==> src/rtl/bus_width_increase.sv <==
// Narrow-to-wide ready/valid adapter: gathers RATIO input beats into one output word,
// flushing a partial word with a per-lane keep mask when input_last is seen.
module bus_width_increase #(
    parameter int SIZE_IN       = 8,
    parameter int SIZE_OUT      = 32,
    parameter bit LITTLE_ENDIAN = 1'b1
) (
    input  logic                          clk,
    input  logic                          reset,
    output logic                          input_ready,
    input  logic                          input_valid,
    input  logic [SIZE_IN-1:0]            input_data,
    input  logic                          input_last,
    input  logic                          output_ready,
    output logic                          output_valid,
    output logic [SIZE_OUT-1:0]           output_data,
    output logic [SIZE_OUT/SIZE_IN-1:0]   output_keep,
    output logic                          output_last
);
    localparam int RATIO = SIZE_OUT / SIZE_IN;
    localparam int CW    = (RATIO > 1) ? $clog2(RATIO) : 1;

    if ((SIZE_OUT % SIZE_IN) != 0) begin : g_bad_ratio
        $error("bus_width_increase: SIZE_OUT must be a multiple of SIZE_IN");
    end

    logic [CW-1:0]       cnt_q, cnt_d;
    logic [SIZE_OUT-1:0] acc_q, acc_d;
    logic [RATIO-1:0]    acc_keep_q, acc_keep_d;
    logic [SIZE_OUT-1:0] out_data_q, out_data_d;
    logic [RATIO-1:0]    out_keep_q, out_keep_d;
    logic                out_last_q, out_last_d;
    logic                out_valid_q, out_valid_d;

    logic [CW-1:0]       lane_s;
    logic [SIZE_OUT-1:0] beat_data_s;
    logic [RATIO-1:0]    beat_keep_s;
    logic                accept_s;
    logic                complete_s;

    assign input_ready  = !out_valid_q || output_ready;
    assign output_valid = out_valid_q;
    assign output_data  = out_data_q;
    assign output_keep  = out_keep_q;
    assign output_last  = out_last_q;

    // Place the incoming beat into its lane according to the endianness setting.
    always_comb begin
        lane_s      = cnt_q;
        beat_data_s = '0;
        beat_keep_s = '0;
        if (LITTLE_ENDIAN) begin
            lane_s = cnt_q;
        end else begin
            lane_s = CW'(RATIO - 1) - cnt_q;
        end
        for (int i = 0; i < RATIO; i++) begin
            beat_keep_s[i]                   = (lane_s == CW'(i));
            beat_data_s[i*SIZE_IN +: SIZE_IN] = (lane_s == CW'(i)) ? input_data : {SIZE_IN{1'b0}};
        end
    end

    // Next-state: drain the output register, then accumulate or complete a word.
    always_comb begin
        accept_s    = input_valid && input_ready;
        complete_s  = accept_s && ((cnt_q == CW'(RATIO - 1)) || input_last);
        cnt_d       = cnt_q;
        acc_d       = acc_q;
        acc_keep_d  = acc_keep_q;
        out_data_d  = out_data_q;
        out_keep_d  = out_keep_q;
        out_last_d  = out_last_q;
        out_valid_d = out_valid_q;
        if (out_valid_q && output_ready) begin
            out_valid_d = 1'b0;
            out_data_d  = '0;
            out_keep_d  = '0;
            out_last_d  = 1'b0;
        end else begin
            out_valid_d = out_valid_q;
        end
        if (complete_s) begin
            // A completing beat reloads the output even while it drains: no bubble.
            out_data_d  = acc_q | beat_data_s;
            out_keep_d  = acc_keep_q | beat_keep_s;
            out_last_d  = input_last;
            out_valid_d = 1'b1;
            acc_d       = '0;
            acc_keep_d  = '0;
            cnt_d       = '0;
        end else if (accept_s) begin
            acc_d       = acc_q | beat_data_s;
            acc_keep_d  = acc_keep_q | beat_keep_s;
            cnt_d       = cnt_q + CW'(1);
        end else begin
            cnt_d       = cnt_q;
        end
    end

    // State registers with synchronous reset.
    always_ff @(posedge clk) begin
        if (reset) begin
            cnt_q       <= '0;
            acc_q       <= '0;
            acc_keep_q  <= '0;
            out_data_q  <= '0;
            out_keep_q  <= '0;
            out_last_q  <= 1'b0;
            out_valid_q <= 1'b0;
        end else begin
            cnt_q       <= cnt_d;
            acc_q       <= acc_d;
            acc_keep_q  <= acc_keep_d;
            out_data_q  <= out_data_d;
            out_keep_q  <= out_keep_d;
            out_last_q  <= out_last_d;
            out_valid_q <= out_valid_d;
        end
    end
endmodule

==> config.mk <==
export PLATFORM = sky130hd
export DESIGN_NAME = bus_width_increase
export DESIGN_NICKNAME = d
export VERILOG_FILES = /design/src/rtl/bus_width_increase.sv
export SDC_FILE = /design/constraint.sdc
export NUM_CORES = 1
export LEC_CHECK = 0
export ABC_AREA = 1
export CAP_MARGIN = 10
export CORE_ASPECT_RATIO = 0.6
export CORE_MARGIN = 2
export CORE_UTILIZATION = 51
export DETAILED_ROUTE_END_ITERATION = 16
export PLACE_DENSITY = 0.76
export SLEW_MARGIN = 10
export SYNTH_ARGS = -nofsm -noshare
export SYNTH_HDL_FRONTEND = slang
export SYNTH_SLANG_ARGS = --single-unit
==> constraint.sdc <==
create_clock -name clk -period 1.65 [get_ports clk]
set_input_delay 0.4125 -clock clk [delete_from_list [all_inputs] [get_ports clk]]
set_output_delay 0.4125 -clock clk [all_outputs]
set_load 0.01 [all_outputs]
==> results of run 1 <==
-- repair_timing --
| action | 4_1_cts | 5_1_grt |
|---|---|---|
| setup buffers | 0 | 0 |
| pin swaps | 0 | 0 |
| setup endpoints to repair | 18 | 22 |
| gates cloned | 0 | 0 |
| resized for setup | 21 | 22 |
-- cells by family (layout without fill, tap and decap cells) --
kind of cell    Yosys count  count (layout)  synth area share (%)
simple gates            188             188                  28.0
flops                    76              76                  45.4
compound gates           75              75                  12.9
buf+inv                  74             125                  11.8
fa+ha+maj                 5               5                  1.87
-- layer usage --
metal | track usage, % | vias to the layer above
met1 | 30.2 | 1353
met3 | 6.16 | 5
met5 | 0 | -
met2 | 34.8 | 71
met4 | 4.97 | 0
li1 | - | 1445
-- registers in the layout, indices dropped and copies added, names as in the netlist --
signal	flops
acc_q	32
output_data	32
acc_keep_q	4
output_keep	4
cnt_q	2
output_last	1
output_valid	1
-- final cells by class --
class / instances / area, sq um
well taps: 84 / 105
multi-input cells: 268 / 1430
fillers: 559 / 2040
repair buffers: 67 / 753
clock buffers: 10 / 128
inverters: 43 / 161
flip-flops and latches: 76 / 1520
clock inverters: 5 / 77.6
-- Yosys cell counts --
cell      number  area [sq um]
buf_2         11          55.1
ha_1           5          62.6
clkbuf_2       1          5.00
or2_2          3          18.8
a21oi_2       15           131
dfxtp_1       76          1520
nand3_1       61           305
nand2_1       75           282
nand2_4        2          22.5
clkbuf_1       5          18.8
inv_2          3          11.3
a21oi_1       36           180
nand2_2        1          6.26
buf_6          6          67.6
o21ai_0       24           120
inv_1         40           150
nand3_2       21           210
buf_4          5          37.5
buf_8          2          30.0
nor2_1        25          93.8
buf_12         1          20.0
-- power groups by stage --
stage / registers, mW / clock network [mW] / logic, mW
after floorplan: 1.95 / 0 / 0.286
final: 1.90 / 1.50 / 0.444
after CTS: 1.90 / 1.53 / 0.449
after global placement: 1.94 / 0 / 0.448
after detailed placement: 1.95 / 0 / 0.455
after global routing: 1.91 / 1.62 / 0.488
-- worst reg2reg max path: cells and delay by family, from the launching register on --
family | cells | cell delay [ps]
and+or+nand+nor | 2 | 420
DFF | 1 | 420
adders and majority gates | 1 | 350
buffers and inverters | 1 | 110
AOI/OAI and AO/OA | 1 | 50
-- worst max path at each step --
| stage | start | endpoint | slack (ps) |
|---|---|---|---|
| after detailed placement | output_ready | input_ready | -300 |
| after CTS | output_keep[3] | output_keep[3] | 3 |
| final | cnt_q[0] | output_keep[2] | 190 |
| after floorplan | cnt_q[0] | output_keep[2] | 310 |
| after global routing | cnt_q[0] | output_keep[2] | 80 |
| after global placement | output_ready | input_ready | -280 |
-- through the flow --
| step | instance area, sq um | setup slack, ps | total power [mW] | setup TNS, ps | cells |
|---|---|---|---|---|---|
| final | 4180 | 186 | 3.85 | 0 | 553 |
| after global routing | 4180 | 75.4 | 4.02 | 0 | 553 |
| after CTS | 4130 | 2.82 | 3.88 | 0 | 553 |
| after detailed placement | 3940 | -297 | 2.40 | -9450 | 538 |
| after global placement | 3940 | -284 | 2.39 | -7720 | 538 |
| after floorplan | 3350 | 305 | 2.24 | 0 | 418 |
==> results.cfg, run 1 <==
[critical_path]
critPathLaunchType = flip-flop
worstSetupPathType = flip-flop to flip-flop
crit_path_end_kind = flip-flop
required_ps = 1890
critPathBufInv = 1
cp_slowest_cell = dfxtp_1
r2r_end = output_keep[2]
crit_arrival_ps = 1700
r2r_slack_ps = 190
path_cells = inv_1, ha_1, or2_2, nand3_2, a21oi_2
cp_top_family = simple AND/OR/NAND/NOR gates
ff2ff_path_depth = 5
critPathMaxStageDelay_ps = 420
timing.rr.start = cnt_q[0]
worstSetupPathDepth = 5
critPathMaxFanout = 10

[timing]
hold_ws_ps = 442
rsz0062_at_grt = no
period_minus_slack_ps = 1460
setup_viol = 0
max_slew.worst_pin.slew_ps = 440
fin_skew_ps = 8.08
relSlewSlack_pct = 70.7
period_share_pct = 88.7
drv_slew = 0
hold_viol = 0
fmax_ghz = 0.683

[power]
powerDensity_nw_per_um2 = 921
clkPwrFrac_pct = 39.0
p_switching_uw = 959
cellLeakagePower_nw = 2.05
cell_internal_pwr_mw = 2.89
irDropWorstVdd_mv = 0.705
swShare_pct = 24.9
comb_power_share_pct = 11.5
seq_power_share_pct = 49.4

[route]
wl_um = 7390
wl_met3_um = 517
route.detailed.drc = 0
ant_nets = 0
vias_per_cell = 5.20
top_layer_used = met4
initialDrtViolationCount = 144
met2_length_um = 3270
vias = 2874
wl_met1_um = 3580
wl_per_cell_um = 13.4
drt-pass1-iter-count = 4

[clock_tree]
clk-insertion-delay-late_ps = 350
cts.hold.buffers_added = 0
cts_tree = done
numCtsBuffers = 9
cts_max_level = 3
cts_root_buffer = clkbuf_8
path_clk_slew_ps = 80
numClockSinks = 76
clock_path_buffers = 2

[layout]
final_cell_mix = 75 x nand2_1, 75 x dfxtp_1, 61 x nand3_1
final_core_util_pct = 67.2
layout-drive-gt1-share_pct = 16.4
nets = 483
antennaDiodeCount = 0
synthToLayoutAreaGrowth_pct = 24.8

[floorplanning]
io_pins = 52
die_w_um = 109
placementRows = 22
die_h_um = 66.8
start_util_pct = 53.8
die-area_sq_um = 7250
core_sq_um = 6220

[grt]
grt_pass1_wl_um = 12500
grt_pass1_vias = 2617
grt_max_degree = 38
overflow = 0
antenna_found_initial = 0
gr-usage-all-layers_pct = 22.1

[outcome]
status = finished clean

[yosys]
syn_area_sq_um = 3350
synth_area_per_cell_sq_um = 8.01
synth.distinct_cells = 21
syn-num-nets = 436
ys_ff_latch = 76
ys_warn_count = 0
syn_inst = 418
ys_seq_area_share_pct = 45.4

[placement]
io_buffers = 51
routabilityCongestion = 0.806
dp_hpwl_um = 5090

[min_path]
hold_class = flip-flop to flip-flop
holdPathEnd = acc_keep_q[3]
min_from = acc_keep_q[3]
hold-path-cell-count = 2

[run]
drv_cap = 0
No activity file was read; power rests on OpenSTA's default activity.
==> run 2: changes to the inputs <==
Settings changed: CORE_MARGIN 2 to unset, CORE_UTILIZATION 51 to 53, PLACE_DENSITY 0.76 to 0.86.
==> results.cfg, run 2 (same netlist as run 1, synthesis figures left out) <==
[layout]
final_cell_mix = 75 x nand2_1, 75 x dfxtp_1, 61 x nand3_1
final_cells = 554
multi_input_area_sq_um = 1430
layout-drive-gt1-share_pct = 16.8
nets = 483
antennaDiodeCount = 0
fill_cells = 544
regArea_sq_um = 1520
final_core_util_pct = 67.5
synthToLayoutAreaGrowth_pct = 23.2

[clock_tree]
clock_path_buffers = 2
path_clk_slew_ps = 80
numCtsBuffers = 9
postCtsSetupRepairBufs = 0
cts_root_buffer = clkbuf_8
cts_tree = done
cts_max_level = 3
numClockSinks = 76
clk-insertion-delay-late_ps = 360

[floorplanning]
die_h_um = 63.6
io_pins = 52
core_sq_um = 6110
die-area_sq_um = 6650
start_util_pct = 54.8
die_w_um = 105
placementRows = 22

[route]
initialDrtViolationCount = 134
vias = 2844
ant_nets = 0
vias_per_cell = 5.13
wl_per_cell_um = 13.3
route.detailed.drc = 0
drt-pass1-iter-count = 4
wl_um = 7370

[power]
cellLeakagePower_nw = 1.94
comb_power_share_pct = 11.5
clkPwrFrac_pct = 37.9
swShare_pct = 26.0
p_switching_uw = 979
power_mw = 3.76
cell_internal_pwr_mw = 2.78
powerDensity_nw_per_um2 = 911
irDropWorstVdd_mv = 0.546
seq_power_share_pct = 50.6

[critical_path]
crit_arrival_ps = 1730
critPathLaunchType = flip-flop
critPathMaxFanout = 10
required_ps = 1890
crit_path_end_kind = flip-flop
worstSetupPathType = flip-flop to flip-flop

[timing]
relSlewSlack_pct = 67.7
fin_skew_ps = 8.82
fmax_ghz = 0.670
period_share_pct = 90.4
max_slew.worst_pin.slew_ps = 485
period_minus_slack_ps = 1490
setup_viol = 0
drv_slew = 0
worst_slack_ps = 158
hold_viol = 0
rsz0062_at_grt = no

[placement]
place_inst = 538
routabilityCongestion = 0.804
dp_hpwl_um = 4950
dp_slack_ps = -309
io_buffers = 51

[grt]
grt_max_degree = 38
grtUsageMet2_pct = 39.0
overflow = 0
grt_util_met3_pct = 6.21
gr-usage-all-layers_pct = 24.5
grt_pass1_wl_um = 12800
use_met1_pct = 31.6
antenna_found_initial = 0
grt.busiest_layer = met2
grt_pass1_vias = 2766

[min_path]
hold_class = flip-flop to flip-flop

[run]
drv_cap = 0

[outcome]
status = finished clean
## run 2: what timing repair did
action                     4_1_cts  5_1_grt
hold endpoints to repair         0        0
setup endpoints to repair       24       15
gates resized for setup         28       15
hold buffers                     0        0
## run 2: power by group through the flow
stage,combinational (mW),clock [mW],sequential (mW)
after floorplan,0.286,0,1.95
after global placement,0.431,0,1.94
after detailed placement,0.442,0,1.94
after CTS,0.437,1.46,1.90
after global routing,0.475,1.55,1.91
final,0.433,1.42,1.90
## run 2: worst paths after layout
| check | from | endpoint | slack (ps) | cells after the start |
|---|---|---|---|---|
| setup / recovery | cnt_q[0] | output_keep[2] | 160 | 5 |
| hold / removal | acc_keep_q[3] | acc_keep_q[3] | 450 | 2 |
| setup reg to reg | cnt_q[0] | output_keep[2] | 160 | 5 |
| hold reg to reg | acc_keep_q[3] | acc_keep_q[3] | 450 | 2 |
## run 2: per-stage QoR
stage                     setup TNS [ps]  hold WS (ps)  area, sq um
after global routing                   0           473         4130
after global placement             -7570           425         3910
after CTS                              0           445         4090
final                                  0           446         4130
after floorplan                        0           415         3350
after detailed placement          -11070           434         3910
## run 2: layout make-up
class,instances,share of cell area [%]
Clock buffer,10,3.34
Clock inverter,6,1.55
Inverter,43,3.91
Multi-Input combinational cell,268,34.7
Sequential cell,76,36.9
Tap cell,84,2.55
Timing Repair Buffer,67,17.0
## run 2: per-layer routing
metal / share of wire, % / vias up
met3: 6.6 / 16
li1: - / 1442
met1: 46 / 1306
met2: 46 / 80
met4: 1.5 / 0
met5: 0 / -
## run 2: worst max-delay path: stages (launching register included)
cell	delay (ps)
dfxtp_1	430
inv_1	110
ha_1	370
or2_2	350
nand3_2	80
a21oi_2	50
